### config.mk
export PLATFORM = sky130hd
export DESIGN_NAME = cr_kme_key_tlv_arb
export DESIGN_NICKNAME = d
export VERILOG_FILES = /design/src/rtl/cr_kme_key_tlv_arb_pkg.sv /design/src/rtl/cr_kme_rr_pick.sv /design/src/rtl/cr_kme_key_tlv_arb.sv
export SDC_FILE = /design/constraint.sdc
export NUM_CORES = 1
export LEC_CHECK = 0
export BUFFER_PORTS_ARGS = -buffer_cell sky130_fd_sc_hd__buf_2
export CAP_MARGIN = 40
export CORE_AREA = 2 2 184 186
export CTS_CLUSTER_SIZE = 8
export DETAILED_ROUTE_END_ITERATION = 8
export DIE_AREA = 0 0 186 188
export HOLD_SLACK_MARGIN = 0.1
export SLEW_MARGIN = 40
export SYNTH_ARGS = -nofsm -noshare
export SYNTH_HDL_FRONTEND = slang
export SYNTH_SLANG_ARGS = --single-unit
export TNS_END_PERCENT = 100
### constraint.sdc
create_clock -name clk -period 1.7 [get_ports clk]
set_input_delay 0.085 -clock clk [delete_from_list [all_inputs] [get_ports clk]]
set_output_delay 0.085 -clock clk [all_outputs]
set_load 0.005 [all_outputs]
### src/rtl/cr_kme_key_tlv_arb_pkg.sv
// Shared types and constants for the KME key TLV arbiter slice.
// Holds the TLV word layout, the default requester count and the arbiter state type.
package cr_kme_key_tlv_arb_pkg;

    localparam int KME_KEY_ARB_N_REQ = 4;

    typedef struct packed {
        logic        insert;
        logic [7:0]  ordern;
        logic [7:0]  typen;
        logic        sot;
        logic        eot;
        logic [7:0]  tuser;
        logic [63:0] tdata;
    } tlvp_if_bus_t;

    typedef enum logic {
        IDLE = 1'b0,
        LOCK = 1'b1
    } kme_key_arb_state_e;

endpackage

### src/rtl/cr_kme_rr_pick.sv
// Combinational rotate-priority picker.
// Returns the first set request at or above ptr, wrapping from N-1 back to 0.
module cr_kme_rr_pick #(
    parameter int N     = 4,
    parameter int PTR_W = $clog2(N)
) (
    input  logic [N-1:0]     req,
    input  logic [PTR_W-1:0] ptr,
    output logic             valid,
    output logic [PTR_W-1:0] idx
);

    function automatic logic [PTR_W-1:0] wrap_add(input logic [PTR_W-1:0] base, input int off);
        int sum;
        sum = int'(base) + off;
        if (sum >= N) sum = sum - N;
        return PTR_W'(sum);
    endfunction

    // Scan from the farthest offset down so the nearest request to ptr wins last.
    always_comb begin
        valid = 1'b0;
        idx   = '0;
        for (int i = N - 1; i >= 0; i--) begin
            if (req[wrap_add(ptr, i)]) begin
                valid = 1'b1;
                idx   = wrap_add(ptr, i);
            end
        end
    end

endmodule

### src/rtl/cr_kme_key_tlv_arb.sv
// Frame-atomic round-robin arbiter sharing the key TLV reassembler write port.
// A winner keeps the port from its SOT word through its EOT word; one bubble per grant.
module cr_kme_key_tlv_arb
    import cr_kme_key_tlv_arb_pkg::*;
#(
    parameter int N_REQ = KME_KEY_ARB_N_REQ,
    parameter int PTR_W = $clog2(N_REQ)
) (
    input  logic               clk,
    input  logic               rst_n,
    input  logic [N_REQ-1:0]   cfg_req_en,
    input  logic [N_REQ-1:0]   req_valid,
    input  tlvp_if_bus_t       req_tlv [N_REQ],
    output logic [N_REQ-1:0]   req_rdy,
    output logic               usr_ob_wr,
    output tlvp_if_bus_t       usr_ob_tlv,
    input  logic               usr_ob_full,
    input  logic               usr_ob_afull,
    output logic               arb_busy,
    output logic [PTR_W-1:0]   arb_owner,
    output logic               arb_proto_err,
    output logic               stat_arb_stall
);

    kme_key_arb_state_e state, state_nxt;
    logic [PTR_W-1:0]   rr_ptr;
    logic               word_seen;
    logic [N_REQ-1:0]   cand;
    logic               pick_valid;
    logic [PTR_W-1:0]   pick_idx;
    logic               owner_go;
    logic               sot_err;
    tlvp_if_bus_t       own_word;
    logic [PTR_W-1:0]   owner_inc;

    assign cand      = cfg_req_en & req_valid;
    assign own_word  = req_tlv[arb_owner];
    assign owner_go  = (state == LOCK) & req_valid[arb_owner] & ~usr_ob_afull & ~usr_ob_full;
    assign sot_err   = owner_go & (word_seen ? own_word.sot : ~own_word.sot);
    assign owner_inc = (arb_owner == PTR_W'(N_REQ - 1)) ? '0 : arb_owner + 1'b1;
    assign arb_busy  = (state == LOCK);

    cr_kme_rr_pick #(
        .N     (N_REQ),
        .PTR_W (PTR_W)
    ) u_rr_pick (
        .req   (cand),
        .ptr   (rr_ptr),
        .valid (pick_valid),
        .idx   (pick_idx)
    );

    // Only the owner is ever ready; the enable mask is ignored once a frame is locked.
    always_comb begin
        state_nxt          = state;
        req_rdy            = '0;
        req_rdy[arb_owner] = owner_go;
        case (state)
            IDLE: if (pick_valid) state_nxt = LOCK;
            LOCK: if (owner_go && own_word.eot) state_nxt = IDLE;
        endcase
    end

    always_ff @(posedge clk or negedge rst_n) begin
        if (!rst_n) begin
            state          <= IDLE;
            rr_ptr         <= '0;
            arb_owner      <= '0;
            word_seen      <= 1'b0;
            usr_ob_wr      <= 1'b0;
            usr_ob_tlv     <= '0;
            arb_proto_err  <= 1'b0;
            stat_arb_stall <= 1'b0;
        end else begin
            state <= state_nxt;
            if (state == IDLE && pick_valid) begin
                arb_owner <= pick_idx;
                word_seen <= 1'b0;
            end
            if (owner_go) begin
                word_seen  <= 1'b1;
                usr_ob_tlv <= own_word;
                if (own_word.eot) rr_ptr <= owner_inc;
            end
            usr_ob_wr      <= owner_go;
            // A write landing on a full reassembler means the afull slack was violated.
            arb_proto_err  <= sot_err | (usr_ob_wr & usr_ob_full);
            stat_arb_stall <= (|cand) & ~owner_go;
        end
    end

endmodule

### Yosys cells after proc, flatten, opt, wreduce, memory -nomap -nowiden

Index checks and enable logic that the tools add are counted.

* register bits after elaboration: 100
* input port bits: 376

* $lt $le $gt $ge: 11
* mux-type cells: 34
* bitwise gates (word level): 15
* equality and inequality tests: 1
* reduce and logical (&&, ||, !) cells: 6
* add/sub/neg operators: 8

Operators by type and width (count)
* binary-select mux 91 bit (select 2 bit): 1
* 2-to-1 mux 91 bit: 2
* 2-to-1 mux 2 bit: 9
* < comparator 2 x 3 -> 1 bit (second input constant): 5
* 2-to-1 mux 1 bit: 15
* >= comparator 3 bit (second input constant): 4
* binary-select mux 1 bit (select 2 bit): 5
* bitwise AND 4 bit: 2
* subtractor 2 x 1 -> 2 bit (second input constant): 4
* adder 2 x 2 -> 3 bit (second input constant): 2
* bitwise AND 1 bit: 6
* inverter 1 bit: 5
* OR reduction 4 bit: 1
* adder 2 x 1 -> 3 bit (second input constant): 1
* >= comparator 2 x 3 -> 1 bit (second input constant): 1
* logical AND 1 bit: 3
* inverter 2 -> 3 bit: 1
* adder 2 x 1 -> 2 bit (second input constant): 1
* demux 1 bit (select 2 bit): 1
* == test 2 bit (second input constant): 1
* >= comparator 2 x 1 -> 1 bit (second input constant): 1
* case mux 1 bit (2 select lines): 1
* AND reduction 2 bit: 1
* nonzero test 2 bit: 1
* OR 1 bit: 1

### Longest topological paths before layout

Gate-level depths: netlist of the first run.

* depth in word-level cells: 12
* mapped depth: 8

### By module

Synthesis of the first run repeated with hierarchy kept, for this count alone.

* cell total of the unflattened synthesis: 361
* area, all modules: 6398.6 sq um

By module, submodules not included
* cr_kme_key_tlv_arb: instances 1, cells an instance 348, area an instance 6321.1 sq um
* cr_kme_rr_pick: instances 1, cells an instance 13, area an instance 77.6 sq um

### Least setup slack after synthesis of the first run

Ideal clock, no wire load.

* path kind: register to register
* start point: register arb_owner[1]
* end point: register rr_ptr[1]
* setup time: 0.125 ns
* cell stages (with the launch flop): 7
* path buffers: 3
* slack: -0.093 ns
* arrival time: 1.669 ns
* path through: dfrtp_1 -> buf_2 -> buf_2 -> buf_1 -> inv_1 -> ha_1 -> mux2_2

* elaborated cells on any way between the ends: 13
* classes of those cells: 1 x add/sub; 1 x eq/ne; 6 x mux; 4 x bitwise; 1 x reduce/logical

RTL lines
* start: declaration: line cr_kme_key_tlv_arb.sv:20 `output logic [PTR_W-1:0] arb_owner,`
* start signal: assignment: line cr_kme_key_tlv_arb.sv:77 `arb_owner <= pick_idx;`
* adder 2 x 1 -> 2 bit / == test 2 bit (equally long branches): line cr_kme_key_tlv_arb.sv:40 `assign owner_inc = (arb_owner == PTR_W'(N_REQ - 1)) ? '0 : arb_owner + 1'b1;`
* 2-to-1 mux 2 bit (*): line cr_kme_key_tlv_arb.sv:40
* via owner_inc[1]: line cr_kme_key_tlv_arb.sv:34 `logic [PTR_W-1:0] owner_inc;`
* end signal: assignment: line cr_kme_key_tlv_arb.sv:83 `if (own_word.eot) rr_ptr <= owner_inc;`
* end: declaration: line cr_kme_key_tlv_arb.sv:26 `logic [PTR_W-1:0] rr_ptr;`

Mark *: on every way through the listed nets, which the timed path passes. The rest lies on a longest branch. The select of a mux whose other input is x is not followed.
A chain may end at the register's enable or synchronous reset.

### Worst setup path after layout of the first run

* start point: register arb_owner[0]
* end point: output req_rdy[2]

* word-level cells in the longest chain between the ends: 6
* elaborated cells on any way between the ends: 11
* classes of those cells: 2 x order compare; 4 x mux; 4 x bitwise; 1 x reduce/logical

Ends and longest elaborated chain
* binary-select mux 1 bit (select 2 bit): line cr_kme_key_tlv_arb.sv:38 `assign owner_go = (state == LOCK) & req_valid[arb_owner] & ~usr_ob_afull & ~usr_ob_full;`
* 2-to-1 mux 1 bit (not written as such): line cr_kme_key_tlv_arb.sv:38
* bitwise AND 1 bit (3 in a row): line cr_kme_key_tlv_arb.sv:38
* bitwise AND 4 bit (no line) (*)
* end: declaration: line cr_kme_key_tlv_arb.sv:14 `output logic [N_REQ-1:0] req_rdy,`

Mark *: on every way between the ends. The rest lies on a longest branch, timed or not. The select of a mux whose other input is x is not followed.

==> impl_metrics.csv, run 1 <==
group,metric,value,unit
route,drtAntennaViolNets,0,
route,drt_pre_antenna_iters,4,
power_and_ir_drop,seqPwrFrac,28.4,%
route,via_per_inst,4.26,
timing,max_slew_margin,79.5,%
synth,syn_nets,929,
setup_path,crit_type,"register to output port",
power_and_ir_drop,pwr-share-comb,56.0,%
synth,synth-async-reset-ratio,100,%
die,die_w,186,um
clock_network,htree_num_levels,3,
clock_network,clk_latency,0.36,ns
setup_path,crit_family,"multiplexers",
run_status,outcome,"complete, but fails checks",
synth,yosysSeqAreaShare,40.9,%
global_routing,grt_overflow,0,
timing,rsz0062_at_grt,"true",
die,start_util,18.5,%
die,core,33100,sq um
synth,yosysWarningCount,0,
timing,finClkSkew,0.0128,ns
power_and_ir_drop,p_sw_share,37.0,%
synth,synth_edf_count,0,
synth,netlist_area,6110,sq um
setup_path,path_max_fanout,4,
route,drc,0,
die,dieArea,35000,sq um
setup_path,cp.arrival,1.82,ns
setup_path,end_kind,"output port",
timing,tightest_slew,0.308,ns
clock_network,clkTransAtPathRegs,0.08,ns
synth,synth_most_common_cell,"nand2_1",
global_routing,grt_max_degree,47,
setup_path,slowest_stage,"mux4_2",
clock_network,numCtsBuffers,9,
hold_path,holdCritStartpoint,"req_tlv[148]",
synth,postSynthCellCount,549,
synth,synth_commonest_cells,"nand2_1 (278), dfrtp_1 (100), mux4_2 (91)",
setup_path,path_cells,"mux4_2 -> nand3_4 -> inv_8 -> buf_12 -> and2_4 -> buf_6",
layout,drive_above_1_share,61.0,%
setup_path,worstRegToRegCells,7,
die,std_cell_rows,67,
timing,setup_viol,88,
run_status,violations,"negative setup slack",
setup_path,cp.buffers_inverters,3,
timing,hold_ws,0.134,ns
synth,synth_top_area_cell,"dfrtp_1",
global_routing,antenna_found_initial,7,
route,wirelength,28.0,mm
synth,ys_ff_latch,100,
synth,synth.distinct_cells,27,
clock_network,cts_tree,"yes",
timing,hold_viol,0,
power_and_ir_drop,power.leakage,5.19,nW
die,dieHeight,188,um
timing,max_freq,0.524,GHz
route,drt_iter0_markers,246,
synth,yosys-top-cells-area,"dfrtp_1 (41%), mux4_2 (34%), nand2_1 (17%)",
synth,synth_flop_cell,"dfrtp_1",
route,num_vias,6391,
timing,drv_slew,0,
timing,fin_crit,1.91,ns
setup_path,timing.rr.start,"arb_owner[0]",
placement,dp_hpwl,21.0,mm
hold_path,hold_class,"input port to register",
setup_path,rrSetupSlack,-0.13,ns
layout,utilization,30.2,%
global_routing,grt_pass1_wl,39.5,mm
global_routing,grtUsageTotal,15.5,%
power_and_ir_drop,switching_power,5.31,mW
route,wl_per_cell,18.7,um
layout,n_fill_cell,3454,
layout,syn_to_final_growth,63.8,%
power_and_ir_drop,power_frac_clock,15.5,%
clock_network,cts.sinks,100,
run,maxCapViolations,0,
timing,layout_setup_ws,-0.209,ns
synth,post-synth-top-area-fraction,40.9,%
placement,io_buffers,476,
synth,syn_avg_cell_area,11.1,sq um
global_routing,grt_pass1_vias,6680,
clock_network,root_buffer,"clkbuf_16",
setup_path,start_kind,"register",
power_and_ir_drop,p_int,9.06,mW
power_and_ir_drop,ir_worst_vdd,0.000649,V
hold_path,whs_endpoint,"usr_ob_tlv[57]",
hold_path,holdPathStages,4,
timing,period_share,112,%
clock_network,clockBufferDepth,2,
setup_path,regToRegEndpoint,"usr_ob_tlv[53]",
setup_path,required,1.62,ns
setup_path,max_stage_delay,0.53,ns
placement,place_congestion,0.894,
die,ioPinCount,477,
layout,nets,1421,
power_and_ir_drop,powerDensity,1430,nW/um^2
-- metrics by stage --
stage          power [mW]  setup WS, ns  instances  TNS [ns]  area (sq um)
5_1_grt              15.5        -0.270       1499    -14.91         10000
6_report             14.4        -0.209       1500     -7.91         10000
4_1_cts              14.6        -0.250       1493     -8.44          9950
3_3_place_gp         11.3       -0.0229       1455   -0.0611          9170
3_5_place_dp         11.4       -0.0400       1455    -0.130          9170
2_1_floorplan        8.35       -0.0383        549     -2.66          6130
-- cells by family (layout without fill, tap and decap cells) --
kind of cell	count (synthesis)	count (layout)	share of synthesized area (%)
buffers and inverters	47	544	4.07
AOI/OAI and AO/OA	12	12	1.45
adders and majority gates	4	4	0.819
and+or+nand+nor	288	288	18.0
other	0	6	0
DFF	100	100	40.9
xor gates and xnor gates	1	1	0.143
muxes	97	97	34.6
-- worst max-delay path by stage --
stage                            start        endpoint  slack, ns  cells past startpoint
after floorplan           arb_owner[0]  usr_ob_tlv[19]      -0.04                      6
after detailed placement  arb_owner[0]      req_rdy[2]      -0.04                      6
after CTS                 arb_owner[0]      req_rdy[2]      -0.25                      6
after global routing      arb_owner[0]      req_rdy[2]      -0.27                      6
after global placement    arb_owner[0]      req_rdy[0]      -0.02                      6
final                     arb_owner[0]      req_rdy[2]      -0.21                      6
-- worst min-delay path, stage by stage --
cell and delay, ns:
buf_2 0.07, mux4_2 0.21, nand2_1 0.05, nand2_1 0.04
-- placed cells by master, fill, tap and decap left out, types with 3 or more instances in the layout --
| master | n |
|---|---|
| buf_6 | 9 |
| nand2_1 | 276 |
| dfrtp_1 | 98 |
| ha_1 | 4 |
| mux4_2 | 91 |
| diode_2 | 6 |
| nor2_1 | 3 |
| bufbuf_16 | 5 |
| inv_6 | 3 |
| inv_1 | 4 |
| buf_2 | 471 |
| and2_4 | 3 |
| buf_4 | 15 |
| buf_12 | 8 |
| o21ai_0 | 4 |
| clkbuf_16 | 10 |
| dlygate4sd3_1 | 6 |
| buf_16 | 8 |
-- metal layers --
| layer | track usage (%) | wire length (um) | up-vias |
|---|---|---|---|
| met1 | 17.3 | 10800 | 3059 |
| met4 | 5.06 | 720 | 4 |
| met3 | 3.98 | 2380 | 33 |
| met5 | 0 | 24 | - |
| li1 | - | - | 2924 |
| met2 | 28.2 | 14100 | 371 |
-- sequential cells by signal (all words and copies together), names as in the netlist --
name            count
word_seen           1
arb_owner           2
rr_ptr              2
arb_busy            1
arb_proto_err       1
stat_arb_stall      1
usr_ob_wr           1
usr_ob_tlv         91
-- area by class of cell --
type | instances | area (sq um) | area share, %
antenna | 6 | 15.0 | 0.150
tap | 448 | 561 | 5.60
timing repair buffer | 523 | 3200 | 31.9
clock buffer | 10 | 239 | 2.39
multi-input combinational | 402 | 3390 | 33.9
clock inverter | 6 | 70.1 | 0.700
sequential | 100 | 2510 | 25.1
inverter | 5 | 26.3 | 0.262
-- timing repair --
action,CTS,global route
hold buffers,6,0
setup endpoints to repair,16,100
pin swaps,3,1
cloned,9,1
endpoints found under the hold margin,102,0
buffers inserted,7,1
gates resized for setup,24,5
-- power by group through the flow --
| stage | Clock, mW | Combinational (mW) | Sequential (mW) |
|---|---|---|---|
| 5_1_grt | 2.42 | 8.81 | 4.24 |
| 3_3_place_gp | 0 | 7.16 | 4.12 |
| 3_5_place_dp | 0 | 7.28 | 4.14 |
| 2_1_floorplan | 0 | 4.21 | 4.15 |
| 6_report | 2.23 | 8.05 | 4.08 |
| 4_1_cts | 2.36 | 8.17 | 4.09 |
Power figures use the tool's default switching activity.
==> inputs of run 2 (changes only) <==
Settings changed: PLACE_DENSITY from default to 0.52.
==> run 2 against run 1 <==
Largest power group unchanged. Sequential share of layout area is 0.84 points lower. Cell count grew 0.67%. Critical path type is now register to register. The run still ends with negative setup slack left. Via count is 0.39% higher.
==> impl_metrics.csv, run 2 (same netlist as run 1, synthesis figures left out) <==
group,metric,value,unit
clock_network,htree_num_levels,3,
power_and_ir_drop,finalPower,14.9,mW
global_routing,grt_max_degree,50,
hold_path,holdPathStages,4,
layout,largestRegisters,"usr_ob_tlv x91, arb_owner x2, rr_ptr x2",
timing,period_share,116,%
route,drt_iter0_markers,207,
setup_path,startpoint,"arb_owner[0]",
hold_path,hold_class,"input port to register",
setup_path,end_kind,"register",
die,dieArea,35000,sq um
die,ioPinCount,477,
clock_network,clk_latency,0.36,ns
timing,tightest_slew,0.373,ns
global_routing,grt_pass1_wl,38.9,mm
placement,dp_hpwl,20.5,mm
die,start_util,18.5,%
clock_network,cts_tree,"yes",
placement,io_buffers,476,
setup_path,worstRegToRegCells,8,
timing,setup_tns,-16.06,ns
layout,largest_reg_flops,91,
timing,hold_viol,0,
power_and_ir_drop,power.leakage,5.35,nW
setup_path,crit_type,"register to register",
run_status,outcome,"complete, but fails checks",
clock_network,clockBufferDepth,2,
run,maxCapViolations,0,
global_routing,grt_pass1_vias,6676,
setup_path,path_cells,"mux4_2 -> nand3_4 -> clkinv_4 -> buf_6 -> buf_12 -> bufbuf_16 -> nand2_1 -> nand2_1",
setup_path,cp.depth,8,
timing,setup_viol,100,
setup_path,cpMostUsedCell,"nand2_1",
timing,finClkSkew,0.00860,ns
setup_path,slowest_stage,"mux4_2",
clock_network,cts.sinks,100,
die,die_w,186,um
layout,utilization,31.3,%
global_routing,grt_overflow,0,
setup_path,start_kind,"register",
power_and_ir_drop,powerDensity,1430,nW/um^2
setup_path,timing.rr.start,"arb_owner[0]",
layout,layout_common_cells,"buf_2 (472), nand2_1 (277), dfrtp_1 (98), mux4_2 (91), clkbuf_16 (20)",
route,drc,0,
timing,fin_crit,1.97,ns
clock_network,root_buffer,"clkbuf_16",
clock_network,numCtsBuffers,9,
hold_path,holdCritStartpoint,"req_tlv[15]",
setup_path,path_max_fanout,12,
layout,max_flop_register,"usr_ob_tlv",
setup_path,max_stage_delay,0.54,ns
timing,rsz0062_at_grt,"true",
timing,max_freq,0.508,GHz
layout,drive_above_1_share,62.2,%
timing,max_slew_margin,75.1,%
layout,syn_to_final_growth,69.5,%
route,drt_pre_antenna_iters,4,
setup_path,cp.arrival,2.22,ns
timing,layout_setup_ws,-0.267,ns
route,num_vias,6416,
route,drtAntennaViolNets,0,
clock_network,clkTransAtPathRegs,0.08,ns
layout,nets,1435,
timing,hold_ws,0.122,ns
die,std_cell_rows,67,
setup_path,crit_family,"buffers and inverters",
die,core,33100,sq um
timing,drv_slew,0,
setup_path,required,1.95,ns
placement,place_congestion,0.803,
route,wirelength,28.8,mm
run_status,violations,"negative setup slack",
global_routing,grtUsageTotal,15.1,%
power_and_ir_drop,ir_worst_vdd,0.000894,V
layout,final_common_cell,"buf_2",
route,via_per_inst,4.25,
route,wl_per_cell,19.1,um
setup_path,cp.buffers_inverters,4,
die,dieHeight,188,um
global_routing,antenna_found_initial,3,
## run 2: tightest hold or removal path, stage by stage
cell	delay (ns)
buf_2	0.07
mux4_2	0.21
nand2_1	0.05
nand2_1	0.04
## run 2: path summary, 6_finish.rpt
kind	to	slack, ns
worst max register to register	usr_ob_tlv[53]	-0.27
worst max-delay path	usr_ob_tlv[53]	-0.27
max in group asynchronous	usr_ob_tlv[72]	0.89
worst min register to register	usr_ob_tlv[77]	0.47
min in group asynchronous	usr_ob_tlv[46]	0.19
worst min-delay path	usr_ob_tlv[15]	0.12
## run 2: repair_timing
action | 4_1_cts | 5_1_grt
cloned | 10 | 13
setup buffers | 8 | 6
pin swaps | 5 | 6
hold buffers | 2 | 0
hold endpoints to repair | 101 | 0
resized for setup | 37 | 18
setup endpoints to repair | 81 | 100
## run 2: where the power goes
part           internal (mW)  total, mW  switching (mW)
logic                   4.71       8.59            3.88
registers               3.47       4.09           0.616
clock network           1.16       2.19            1.03
total                   9.34       14.9            5.53
## run 2: layer usage
layer,GRT usage (%),part of all wire [%],vias up
li1,-,-,2950
met1,17.2,39,3113
met2,27.6,52,327
met3,3.83,6.7,24
met4,4.03,1.6,2
met5,0,0.045,-
## run 2: cell type report
class                           instances  area, sq um
Tap cell                              448          561
Antenna cell                            2         5.00
Clock buffer                            9          225
Sequential cell                       100         2510
Clock inverter                          7         73.8
Fill cell                            3481        22800
Inverter                                5         28.8
Multi-Input combinational cell        402         3420
Timing Repair Buffer                  537         3530
## run 2: per-stage QoR
step | cells | instance area, sq um | setup WS, ns
final | 1510 | 10400 | -0.267
after global routing | 1508 | 10400 | -0.330
after CTS | 1490 | 9940 | -0.262
after detailed placement | 1454 | 9140 | -0.109
after global placement | 1454 | 9140 | -0.0453
after floorplan | 549 | 6130 | -0.0383
